File: src/rtl/rega_countdown_pkg.sv
// Shared definitions for the irrigation countdown timer: state encoding,
// digit limit and the prescaler width helper.
package rega_countdown_pkg;

   typedef enum logic [1:0] {
      ST_IDLE   = 2'd0,
      ST_RUN    = 2'd1,
      ST_PAUSED = 2'd2,
      ST_DONE   = 2'd3
   } state_t;

   localparam int unsigned DIGIT_MAX = 9;

   // Ceiling log2; the prescaler counts 0..PRESCALE-1 so this is its width.
   function automatic int unsigned clog2(input int unsigned value);
      int unsigned width;
      width = 0;
      while ((32'd1 << width) < value) begin
         width = width + 1;
      end
      return width;
   endfunction

endpackage

File: src/rtl/rega_tick_gen.sv
// Countdown step prescaler.
// Ports:
//   CLK   - system clock
//   RST_N - asynchronous active-low reset
//   EN    - count enable; the count is frozen while low
//   CLR   - synchronous clear to zero (overrides EN)
//   TICK  - high in the enabled cycle where the count is at PRESCALE-1
module rega_tick_gen
   import rega_countdown_pkg::*;
#(
   parameter int unsigned PRESCALE = 50000000
) (
   input  logic CLK,
   input  logic RST_N,
   input  logic EN,
   input  logic CLR,
   output logic TICK
);

   localparam int unsigned W = clog2(PRESCALE);
   localparam logic [W-1:0] LAST = W'(PRESCALE - 1);

   logic [W-1:0] cnt;

   // Wrapping prescale counter.
   always_ff @(posedge CLK or negedge RST_N) begin
      if (!RST_N) begin
         cnt <= '0;
      end else if (CLR) begin
         cnt <= '0;
      end else if (EN) begin
         cnt <= (cnt == LAST) ? '0 : cnt + W'(1);
      end
   end

   assign TICK = EN && !CLR && (cnt == LAST);

endmodule

File: src/rtl/rega_countdown.sv
// Watering-cycle countdown timer. A start request opens the valve and counts
// a digit down from START_VAL to 0, one step per prescaled tick, with pause,
// abort and early end on the soil-wet sensor.
// Ports:
//   CLK, RST_N           - clock, asynchronous active-low reset
//   START, PAUSE         - start request, pause level
//   ABORT, WET           - cancel without DONE, soil-wet early end
//   C3..C0               - registered digit (binary 0..9) to display decoder
//   VALVE, BUSY, DONE    - registered valve drive and status
module rega_countdown
   import rega_countdown_pkg::*;
#(
   parameter int unsigned PRESCALE  = 50000000,
   parameter int unsigned START_VAL = 9
) (
   input  logic CLK,
   input  logic RST_N,
   input  logic START,
   input  logic PAUSE,
   input  logic ABORT,
   input  logic WET,
   output logic C3,
   output logic C2,
   output logic C1,
   output logic C0,
   output logic VALVE,
   output logic BUSY,
   output logic DONE
);

   if (START_VAL < 1 || START_VAL > DIGIT_MAX) begin : g_bad_start_val
      $error("rega_countdown: START_VAL must be in 1..9");
   end
   if (PRESCALE < 2 || PRESCALE > (32'd1 << 26)) begin : g_bad_prescale
      $error("rega_countdown: PRESCALE must be in 2..2^26");
   end

   localparam logic [3:0] START_DIGIT = 4'(START_VAL);

   state_t     state;
   logic [3:0] count;
   logic       valve_q;
   logic       busy_q;
   logic       done_q;
   logic       tick;
   logic       tick_en;
   logic       tick_clr;

   // The prescaler advances in RUN, and also on the resume edge out of PAUSED,
   // so a pause costs exactly its own length in valve-closed time.
   always_comb begin
      tick_en  = 1'b0;
      tick_clr = 1'b0;
      if ((state == ST_RUN || state == ST_PAUSED) && !ABORT && !WET && !PAUSE) begin
         tick_en = 1'b1;
      end
      if (ABORT || ((state == ST_IDLE || state == ST_DONE) && START)) begin
         tick_clr = 1'b1;
      end
   end

   rega_tick_gen #(
      .PRESCALE (PRESCALE)
   ) u_tick_gen (
      .CLK   (CLK),
      .RST_N (RST_N),
      .EN    (tick_en),
      .CLR   (tick_clr),
      .TICK  (tick)
   );

   // Control FSM with digit and status registers updated on the same edge.
   always_ff @(posedge CLK or negedge RST_N) begin
      if (!RST_N) begin
         state   <= ST_IDLE;
         count   <= '0;
         valve_q <= 1'b0;
         busy_q  <= 1'b0;
         done_q  <= 1'b0;
      end else if (ABORT) begin
         state   <= ST_IDLE;
         count   <= '0;
         valve_q <= 1'b0;
         busy_q  <= 1'b0;
         done_q  <= 1'b0;
      end else begin
         case (state)
            ST_IDLE, ST_DONE: begin
               if (START) begin
                  state   <= ST_RUN;
                  count   <= START_DIGIT;
                  valve_q <= 1'b1;
                  busy_q  <= 1'b1;
                  done_q  <= 1'b0;
               end
            end
            ST_RUN, ST_PAUSED: begin
               if (WET || (tick && count == 4'd1)) begin
                  state   <= ST_DONE;
                  count   <= '0;
                  valve_q <= 1'b0;
                  busy_q  <= 1'b0;
                  done_q  <= 1'b1;
               end else if (PAUSE) begin
                  state   <= ST_PAUSED;
                  valve_q <= 1'b0;
                  busy_q  <= 1'b1;
               end else begin
                  state   <= ST_RUN;
                  valve_q <= 1'b1;
                  busy_q  <= 1'b1;
                  if (tick) begin
                     count <= count - 4'd1;
                  end
               end
            end
            default: begin
               state <= ST_IDLE;
            end
         endcase
      end
   end

   assign {C3, C2, C1, C0} = count;
   assign VALVE = valve_q;
   assign BUSY  = busy_q;
   assign DONE  = done_q;

   a_digit_range: assert property (@(posedge CLK) disable iff (!RST_N) count <= 4'(DIGIT_MAX));

endmodule

File: config.mk
export PLATFORM = sky130hd
export DESIGN_NAME = rega_countdown
export DESIGN_NICKNAME = d
export VERILOG_FILES = /design/src/rtl/rega_countdown_pkg.sv /design/src/rtl/rega_tick_gen.sv /design/src/rtl/rega_countdown.sv
export SDC_FILE = /design/constraint.sdc
export NUM_CORES = 1
export LEC_CHECK = 0
export ABC_AREA = 1
export CORE_ASPECT_RATIO = 0.6
export CORE_MARGIN = 2
export CORE_UTILIZATION = 43
export CTS_CLUSTER_SIZE = 16
export DETAILED_ROUTE_END_ITERATION = 6
export PLACE_DENSITY_LB_ADDON = 0.05
export SLEW_MARGIN = 5
export SYNTH_ARGS = -nofsm -noshare
export SYNTH_HDL_FRONTEND = slang
export SYNTH_SLANG_ARGS = --single-unit
File: constraint.sdc
create_clock -name CLK -period 2.25 [get_ports CLK]
set_input_delay 0.45 -clock CLK [delete_from_list [all_inputs] [get_ports CLK]]
set_output_delay 0.45 -clock CLK [all_outputs]
set_load 0.05 [all_outputs]
==> flow_metrics.tcl <==
set metrics [dict create \
    antenna_found_initial 0 \
    cts_hold_buf 0 \
    tightest_slew_ps 815.3 \
    multiInputGateArea_sq_um 1242 \
    synth_top_family_by_area "simple AND/OR/NAND/NOR gates" \
    holdWs_ps 249.9 \
    cts_tree "yes" \
    clock_skew_ps 12.51 \
    seqCellArea_sq_um 875.8 \
    final_cells 407 \
    cts_made_buffers 5 \
    synth_simple_gate_area_share_pct 39.34 \
    finalHoldViolCount 0 \
    critPathMaxFanout 5 \
    dp_hpwl_microns 4395 \
    gp_congestion 0.8975 \
    drtIter0Drc 174 \
    yosys.area.top_type_share_pct 37.78 \
    std_cell_rows 20 \
    comb_power_share_pct 23.0 \
    cts_setup_buffers 0 \
    clk_pin_slew_worst_paths_ps 70 \
    yosys.area_share.adder_pct 1.619 \
    grt_first_pass_wirelength_microns 9770 \
    slew_viol_final 0 \
    start_kind "register" \
    ys_seq_area_share_pct 37.78 \
    post-synth-top-area-cell "dfrtp_1" \
    h-tree-depth 2 \
    slowest_stage "clkdlybuf4s50_1" \
    utilization_pct 50.32 \
    synth_compound_area_share_pct 8.851 \
    critPathKind "register to primary output" \
    status "completed" \
    port_buffers 12 \
    critPathRequiredTime_ps 1800 \
    die_w_microns 98.80 \
    synth.area.mux_share_pct 0 \
    cts-root-buf "clkbuf_8" \
    routedWlPerCell_microns 14.02 \
    p_sw_share_pct 33.05 \
    diodes 0 \
    clkPwrFrac_pct 29.6 \
    endpoint_kind "primary output" \
    max-cap-violations 0 \
    ys_seq_elements 35 \
    arrival_ps 1530 \
    viasPerCell 5.081 \
    reg2reg_slack_ps 280 \
    setup_viol 0 \
    drive_gt1_share_pct 9.971 \
    hp-class "input port to asynchronous set/reset pin" \
    syn-num-nets 334 \
    area_delta_synth_final_pct 11.33 \
    slowest_delay_ps 820 \
    cts_resized 0 \
    grtUsageTotal_pct 21.26 \
    insertion_delay_ps 290 \
    tns_ps 0 \
    dieHeight_microns 60.88 \
    worstPathCellList "clkdlybuf4s50_1" \
    cp_num_buf_inv 1 \
    synthTopCellsByArea "dfrtp_1, nand2_1, inv_1" \
    fin_crit_ps 1979 \
    fin_nets 351 \
    timing.fmax_ghz 0.5053 \
    grt_pass1_vias 1880 \
    powerDensity_nw_per_um2 560.7 \
    cts_sinks 35 \
    syn_area_sq_um 2318 \
    cp_top_family "buffers and inverters" \
    initial_core_util_pct 45.20 \
    ys_types 31 \
    ant_nets 0 \
    fillers 514 \
    rsz0062_at_grt "no" \
    relSlewSlack_pct 45.65 \
    drc 0 \
    yosysWarnings 0 \
    netlist_instances 325 \
    coreArea_sq_um 5130 \
    seqPwrFrac_pct 47.3 \
    grt_max_degree 36 \
    cts_buffer_depth 2 \
    internal_power_uw 969.1 \
    p_switching_uw 478.3 \
    leakage_nw 1.128 \
    die-area_sq_um 6015 \
    dp.cells 401 \
    first_pass_iters 4 \
    wl_microns 5706 \
    cp.depth 1 \
    io_pins 13 \
    dr_total_vias 2068 \
    r2r_cells 10 \
    ir_drop_v 0.0002635 \
    syn_avg_cell_area_sq_um 7.134 \
    synthXorXnorAreaFrac_pct 3.778 \
    min_period_over_period_pct 87.96 \
    overflow 0 \
]
## metal layers
layer,vias up,wire length [microns],part of all wire (%),track usage (%)
li1,1075,-,-,-
met3,6,436,7.6,5.645
met5,-,0,0,0
met2,56,1933,34,24.81
met1,931,3289,58,36.13
met4,0,46,0.81,5.088
## power groups by stage
| stage | combinational (mW) | sequential [mW] | clock [mW] |
|---|---|---|---|
| 2_1_floorplan | 0.143 | 0.773 | 0 |
| 3_3_place_gp | 0.333 | 0.697 | 0 |
| 3_5_place_dp | 0.335 | 0.696 | 0 |
| 4_1_cts | 0.335 | 0.685 | 0.445 |
| 5_1_grt | 0.370 | 0.690 | 0.470 |
| 6_report | 0.334 | 0.685 | 0.429 |
## flip-flops by register name, indices dropped and copies added, names as in the netlist
signal and count:
count 4, BUSY 1, u_tick_gen.cnt 26, DONE 1, state 2, VALVE 1
## worst paths after layout
path | start | to
setup reg to reg | u_tick_gen.cnt[0] | VALVE
hold / removal | RST_N | u_tick_gen.cnt[6]
setup / recovery | count[3] | C3
hold reg to reg | BUSY | BUSY
min in group CLK | BUSY | BUSY
max in group asynchronous | RST_N | u_tick_gen.cnt[7]
## worst register-to-register path: stages, from the launching register on
cell     delay, ps
dfrtp_1        410
ha_1           340
nand3_2        180
inv_1          130
nand2_1         60
nor2_1         130
nand4_1        170
nand2_1        150
nand2_1        120
nand3_1        100
nand2_1         60
## kinds of logic after synthesis
| family | Yosys count |
|---|---|
| fa+ha+maj | 3 |
| buf+inv | 47 |
| compound gates | 35 |
| simple gates | 195 |
| xor+xnor | 10 |
| flops | 35 |
## cells in the final DEF, fill, tap and decap left out, types with 3 or more instances in the layout
cell / Yosys / final
o21ai_0: 10 / 10
inv_1: 38 / 38
dfrtp_1: 35 / 35
nor3_2: 4 / 4
nand2_2: 5 / 5
clkdlybuf4s50_1: 0 / 11
nor2_4: 4 / 4
xor2_1: 9 / 9
inv_2: 4 / 4
nand4_1: 11 / 11
ha_1: 3 / 3
nor3_1: 6 / 6
nand2_1: 102 / 102
a21oi_1: 6 / 6
o22ai_1: 7 / 7
o211ai_1: 3 / 3
clkbuf_8: 0 / 5
nor2_1: 29 / 29
nand3_1: 24 / 24
o21ai_1: 5 / 5
## per-stage QoR
stage / cell area [sq um] / power (mW) / setup WS [ps]
4_1_cts: 2581 / 1.465 / 263.7
6_report: 2581 / 1.447 / 270.9
5_1_grt: 2581 / 1.531 / 47.77
2_1_floorplan: 2318 / 0.9162 / 626.9
3_3_place_gp: 2509 / 1.030 / 130.9
3_5_place_dp: 2509 / 1.031 / 104.7
## area by class of cell
cell class / instances / area share (%)
clock buffer: 6 / 2.811
inverter: 42 / 6.108
multi-input combinational: 243 / 48.13
sequential: 35 / 33.93
tap: 66 / 3.199
timing repair buffer: 15 / 5.817
## cells in the mapped netlist (all sizes together)
cell type / n
nand2: 107
inv: 42
dfrtp: 35
nor2: 35
nand3: 26
o21ai: 16
nand4: 11
nor3: 11
xor2: 9
a21oi: 8
o22ai: 7
buf: 5
ha: 3
o211ai: 3
nand3b: 2
nor3b: 2
and2: 1
o21bai: 1
xnor2: 1
(Power assumes the default switching activity.)
